[src/rtl/alu_cmd_sequencer.sv]
// alu_cmd_sequencer
//   Accepts 12-bit ALU commands over valid/ready and owns an 8 x DATA_W register file.
//   For each command it reads the operands, issues one request to an external ALU,
//   waits for the result (with a timeout) and writes it back. Only one command is in flight.
//   Command word: [11:9] op (ADD, SUB, AND, OR, NOT, 101-111 NOP), [8:6] src1, [5:3] src2, [2:0] dst.
// Ports
//   clk, rst                        clock, synchronous active-high reset
//   cmd_valid / cmd_ready / cmd     command handshake (ready only while idle)
//   alu_req, alu_op_code,
//   alu_a, alu_b                    request pulse and operands to the external ALU
//   alu_done, alu_result            ALU response, sampled only while waiting
//   reg_wr_en/addr/data             external preload port, accepted every cycle
//   reg_rd_addr / reg_rd_data       combinational debug read port
//   busy, done, timeout_err         status: not idle, retire pulse, sticky timeout flag
module alu_cmd_sequencer #(
    parameter int unsigned DATA_W  = 32,
    parameter int unsigned TIMEOUT = 16
) (
    input  logic              clk,
    input  logic              rst,
    input  logic              cmd_valid,
    output logic              cmd_ready,
    input  logic [11:0]       cmd,
    output logic              alu_req,
    output logic [2:0]        alu_op_code,
    output logic [DATA_W-1:0] alu_a,
    output logic [DATA_W-1:0] alu_b,
    input  logic              alu_done,
    input  logic [DATA_W-1:0] alu_result,
    input  logic              reg_wr_en,
    input  logic [2:0]        reg_wr_addr,
    input  logic [DATA_W-1:0] reg_wr_data,
    input  logic [2:0]        reg_rd_addr,
    output logic [DATA_W-1:0] reg_rd_data,
    output logic              busy,
    output logic              done,
    output logic              timeout_err
);

    localparam int unsigned NREGS = 8;
    localparam int unsigned CNT_W = $clog2(TIMEOUT + 1);
    localparam logic [2:0]  OP_NOT = 3'b100;

    typedef enum logic [1:0] {
        S_IDLE,
        S_ISSUE,
        S_WAIT,
        S_FINISH
    } state_t;

    state_t              state_q;
    logic                cmd_ready_q;
    logic                busy_q;
    logic                done_q;
    logic                alu_req_q;
    logic [2:0]          alu_op_q;
    logic [DATA_W-1:0]   alu_a_q;
    logic [DATA_W-1:0]   alu_b_q;
    logic                timeout_err_q;
    logic [2:0]          dst_q;
    logic                have_res_q;
    logic [DATA_W-1:0]   res_q;
    logic [CNT_W-1:0]    cnt_q;
    logic [DATA_W-1:0]   regs_q [NREGS];

    // Command field decode
    logic [2:0] cmd_op;
    logic [2:0] cmd_src1;
    logic [2:0] cmd_src2;
    logic [2:0] cmd_dst;
    logic       accept;

    assign cmd_op   = cmd[11:9];
    assign cmd_src1 = cmd[8:6];
    assign cmd_src2 = cmd[5:3];
    assign cmd_dst  = cmd[2:0];
    assign accept   = cmd_valid && cmd_ready_q;

    // Sequencer, register file and all registered outputs
    always_ff @(posedge clk) begin
        if (rst) begin
            state_q       <= S_IDLE;
            cmd_ready_q   <= 1'b1;
            busy_q        <= 1'b0;
            done_q        <= 1'b0;
            alu_req_q     <= 1'b0;
            alu_op_q      <= '0;
            alu_a_q       <= '0;
            alu_b_q       <= '0;
            timeout_err_q <= 1'b0;
            dst_q         <= '0;
            have_res_q    <= 1'b0;
            res_q         <= '0;
            cnt_q         <= '0;
            for (int unsigned i = 0; i < NREGS; i++) begin
                regs_q[i] <= '0;
            end
        end else begin
            // Preload first so a writeback to the same address in this cycle overrides it
            if (reg_wr_en) begin
                regs_q[reg_wr_addr] <= reg_wr_data;
            end

            done_q    <= 1'b0;
            alu_req_q <= 1'b0;

            case (state_q)
                S_IDLE: begin
                    if (accept) begin
                        dst_q       <= cmd_dst;
                        have_res_q  <= 1'b0;
                        cmd_ready_q <= 1'b0;
                        busy_q      <= 1'b1;
                        if (cmd_op <= OP_NOT) begin
                            // Operands are snapshotted here; later preloads cannot disturb them
                            state_q   <= S_ISSUE;
                            alu_req_q <= 1'b1;
                            alu_op_q  <= cmd_op;
                            alu_a_q   <= regs_q[cmd_src1];
                            alu_b_q   <= (cmd_op == OP_NOT) ? '0 : regs_q[cmd_src2];
                        end else begin
                            state_q <= S_FINISH;
                            done_q  <= 1'b1;
                        end
                    end
                end

                S_ISSUE: begin
                    state_q <= S_WAIT;
                    cnt_q   <= '0;
                end

                S_WAIT: begin
                    if (alu_done) begin
                        res_q      <= alu_result;
                        have_res_q <= 1'b1;
                        state_q    <= S_FINISH;
                        done_q     <= 1'b1;
                    end else if (cnt_q == CNT_W'(TIMEOUT - 1)) begin
                        // This was the last allowed WAIT cycle
                        timeout_err_q <= 1'b1;
                        state_q       <= S_FINISH;
                        done_q        <= 1'b1;
                    end else if (cnt_q != CNT_W'(TIMEOUT)) begin
                        cnt_q <= cnt_q + CNT_W'(1);
                    end
                end

                S_FINISH: begin
                    if (have_res_q) begin
                        regs_q[dst_q] <= res_q;
                    end
                    have_res_q  <= 1'b0;
                    state_q     <= S_IDLE;
                    cmd_ready_q <= 1'b1;
                    busy_q      <= 1'b0;
                    alu_op_q    <= '0;
                    alu_a_q     <= '0;
                    alu_b_q     <= '0;
                end

                default: begin
                    state_q     <= S_IDLE;
                    cmd_ready_q <= 1'b1;
                    busy_q      <= 1'b0;
                end
            endcase
        end
    end

    assign cmd_ready   = cmd_ready_q;
    assign busy        = busy_q;
    assign done        = done_q;
    assign alu_req     = alu_req_q;
    assign alu_op_code = alu_op_q;
    assign alu_a       = alu_a_q;
    assign alu_b       = alu_b_q;
    assign timeout_err = timeout_err_q;
    assign reg_rd_data = regs_q[reg_rd_addr];

endmodule

[config.mk]
export PLATFORM = sky130hd
export DESIGN_NAME = alu_cmd_sequencer
export DESIGN_NICKNAME = d
export VERILOG_FILES = /design/src/rtl/alu_cmd_sequencer.sv
export SDC_FILE = /design/constraint.sdc
export NUM_CORES = 1
export LEC_CHECK = 0
export CORE_MARGIN = 5
export CORE_UTILIZATION = 35
export CTS_BUF_LIST = sky130_fd_sc_hd__clkbuf_4 sky130_fd_sc_hd__clkbuf_8
export DETAILED_ROUTE_END_ITERATION = 12
export MAX_ROUTING_LAYER = met4
export PLACE_DENSITY_LB_ADDON = 0.2
export SYNTH_ARGS = -nofsm -noshare
export SYNTH_HDL_FRONTEND = slang
export SYNTH_SLANG_ARGS = --single-unit
[constraint.sdc]
create_clock -name clk -period 4.6 [get_ports clk]
set_input_delay 0.46 -clock clk [delete_from_list [all_inputs] [get_ports clk]]
set_output_delay 0.46 -clock clk [all_outputs]
set_load 0.01 [all_outputs]
==> reports/qor.yml <==
grt:
  grt_pass1_vias: 16680
  grt_start_max_net_pins: 68
  antenna_found_initial: 3
  gr-usage-all-layers_pct: 22.39
  grt_pass1_wl_um: 109300
  overflow: 0
final_layout:
  area_growth_pct: 17.77
  final_common_cell: "nand2_1"
  fillers: 5661
  num-nets-final: 2136
  utilization_pct: 41.61
  drive_gt1_share_pct: 21.33
  layout_common_cells: "587 x nand2_1, 256 x edfxtp_1, 206 x o21ai_1"
clock_network:
  post-cts-setup-buffer-count: 0
  clk_latency_ps: 640
  cts_tree: "built"
  numCtsBuffers: 71
  cts.sink_count: 371
  clk_pin_slew_worst_paths_ps: 60
  h-tree-depth: 3
  cts_buffer_depth: 3
  cts.root.buffer_cell: "clkbuf_8"
  ctsHoldBuffers: 0
  cts_resized: 0
placed_design:
  place_ws_ps: 1377
  gp_congestion: 0.8315
  io_buffer_count: 190
  dp_hpwl_um: 43920
synth:
  synth-main-ff-cell: "edfxtp_1"
  syn_avg_cell_area_um2: 10.85
  synth_edf_count: 256
  ys_async_sr_fraction_pct: 0
  ys_types: 49
  ys_warn_count: 0
  synth_fp_nets: 2065
  synth_cells: 1970
  syn_area_mm2: 0.02137
  seq_area_frac_synth_pct: 46.75
  synth-seq-cells: 371
job:
  cap_violations: 0
setup_path:
  crit_fanout: 21
  crit_family: "buffers and inverters"
  path_common_cell: "buf_4"
  end_kind: "output pin"
  max_stage_delay_ps: 550
  crit_required_ps: 4140
  arrival_ps: 2740
  critPathLaunchType: "primary input"
  crit_slowest_cell: "mux4_2"
  worst-path-buf-inv: 3
  critPathKind: "primary input to output pin"
  worstPathCellList: "buf_4 > buf_4 > mux4_2 > mux2_2 > clkdlybuf4s50_1"
timing:
  period_needed_ps: 3200
  setup_violations: 0
  rsz0062_at_grt: "false"
  finalHoldViolations: 0
  slew_headroom_pct: 21.82
  fmax_ghz: 0.3125
  slew_violations: 0
  setup_tns_ps: 0
  finalCritPeriodShare_pct: 69.57
  final.setup_skew_ps: 21.41
  worst_slew_pin_slew_ps: 1173
  fin_ws_ps: 1400
floorplan:
  initial_core_util_pct: 35.33
  die_h_um: 257.1
  die_x_um: 257.1
  dieArea_mm2: 0.06609
  io_pins: 191
  rows: 90
  core_mm2: 0.06047
power:
  finalPower_mw: 9.323
  leakage_nw: 8.306
  ir_worst_vdd_v: 0.0001852
  powerDensity_mw_per_mm2: 370.5
detailed_routing:
  drt_iter0_drc: 1463
  vias_per_cell: 5.634
  finalWirelength_um: 73690
  first_pass_iters: 7
  drc: 0
  via_count: 16250
  avgRoutedWirePerCell_um: 25.54
  drtAntennaViolNets: 0
min_path:
  hp-class: "primary input to flip-flop"
outcome:
  status: "complete, no violations"
==> worst paths after layout <==
kind | end | depth (start not counted) | slack [ps] | from
max | reg_rd_data[0] | 5 | 1400 | reg_rd_addr[0]
min reg2reg | alu_b[18] | 1 | 460 | alu_b[18]
min | res_q[27] | 3 | 380 | alu_result[27]
max reg2reg | regs_q[0][18] | 4 | 1710 | state_q[0]
==> tightest hold or removal path, stage by stage <==
cell	delay, ps
clkdlybuf4s50_1	400
nand2_1	60
a21oi_1	50
==> sequential cells by signal (all words and copies together), names as in the netlist <==
name / flops
alu_a: 32
busy: 1
cmd_ready: 1
alu_op_code: 3
res_q: 32
regs_q: 256
alu_b: 32
dst_q: 3
alu_req: 1
state_q: 2
have_res_q: 1
done: 1
timeout_err: 1
cnt_q: 5
==> report_power, final <==
| part | switching [mW] | leakage (nW) | internal, mW |
|---|---|---|---|
| clock | 1.50 | 0.799 | 2.03 |
| sequential | 0.307 | 3.41 | 3.86 |
| combinational | 0.794 | 4.10 | 0.830 |
| total | 2.60 | 8.31 | 6.72 |
==> kinds of logic after synthesis <==
family,share of synthesized area (%)
muxes,23.66
xor gates and xnor gates,0.04100
AOI/OAI and AO/OA,10.14
adders and majority gates,0.4685
DFF,46.75
buffers and inverters,4.831
and+or+nand+nor,14.11
==> final cells by class <==
cell class              count  area, µm²  share of cell area, %
clock buffers              99       1237                  4.918
inverters                   8      30.03                 0.1193
repair buffers            224       2155                  8.562
well taps                 782      978.4                  3.888
clock inverters            33      285.3                  1.134
multi-input cells        1365      10480                  41.65
diodes                      3      7.507                0.02983
flip-flops and latches    371       9990                  39.70
==> per-stage QoR <==
step / instances / instance area (µm²) / hold slack [ps]
final: 2885 / 25160 / 377.2
after global placement: 2750 / 23630 / 450.6
after detailed placement: 2750 / 23630 / 449.4
after floorplan: 1970 / 21370 / 444.2
after global routing: 2885 / 25160 / 352.9
after CTS: 2882 / 25160 / 326.4
==> Yosys cell counts, drive strengths merged, types with 3 or more instances <==
library cell  instances  share of area [%]
nand4b                3               0.12
a21oi                39               0.91
a22o                 32                1.3
nor2b                67                2.0
dfxtp               115                 11
nor2                 27               0.49
edfxtp              256                 36
mux2                 64                3.4
buf                  98                2.4
or3                  10               0.29
ha                    8               0.47
a22oi                 4               0.14
nand2b                4               0.12
inv                   8               0.14
clkbuf              128                2.2
a211o                32                1.3
nand2               588                 10
o21ai               259                6.1
mux4                192                 20
nor3                  9               0.26
==> routing by layer <==
metal	up-vias	track usage, %	wire length [µm]
met5	-	-	0
met4	0	7.322	1991
met3	138	3.775	5236
met2	752	36.97	36440
met1	8053	28.31	30020
li1	7310	-	-
No activity file was read; power rests on OpenSTA's default activity.
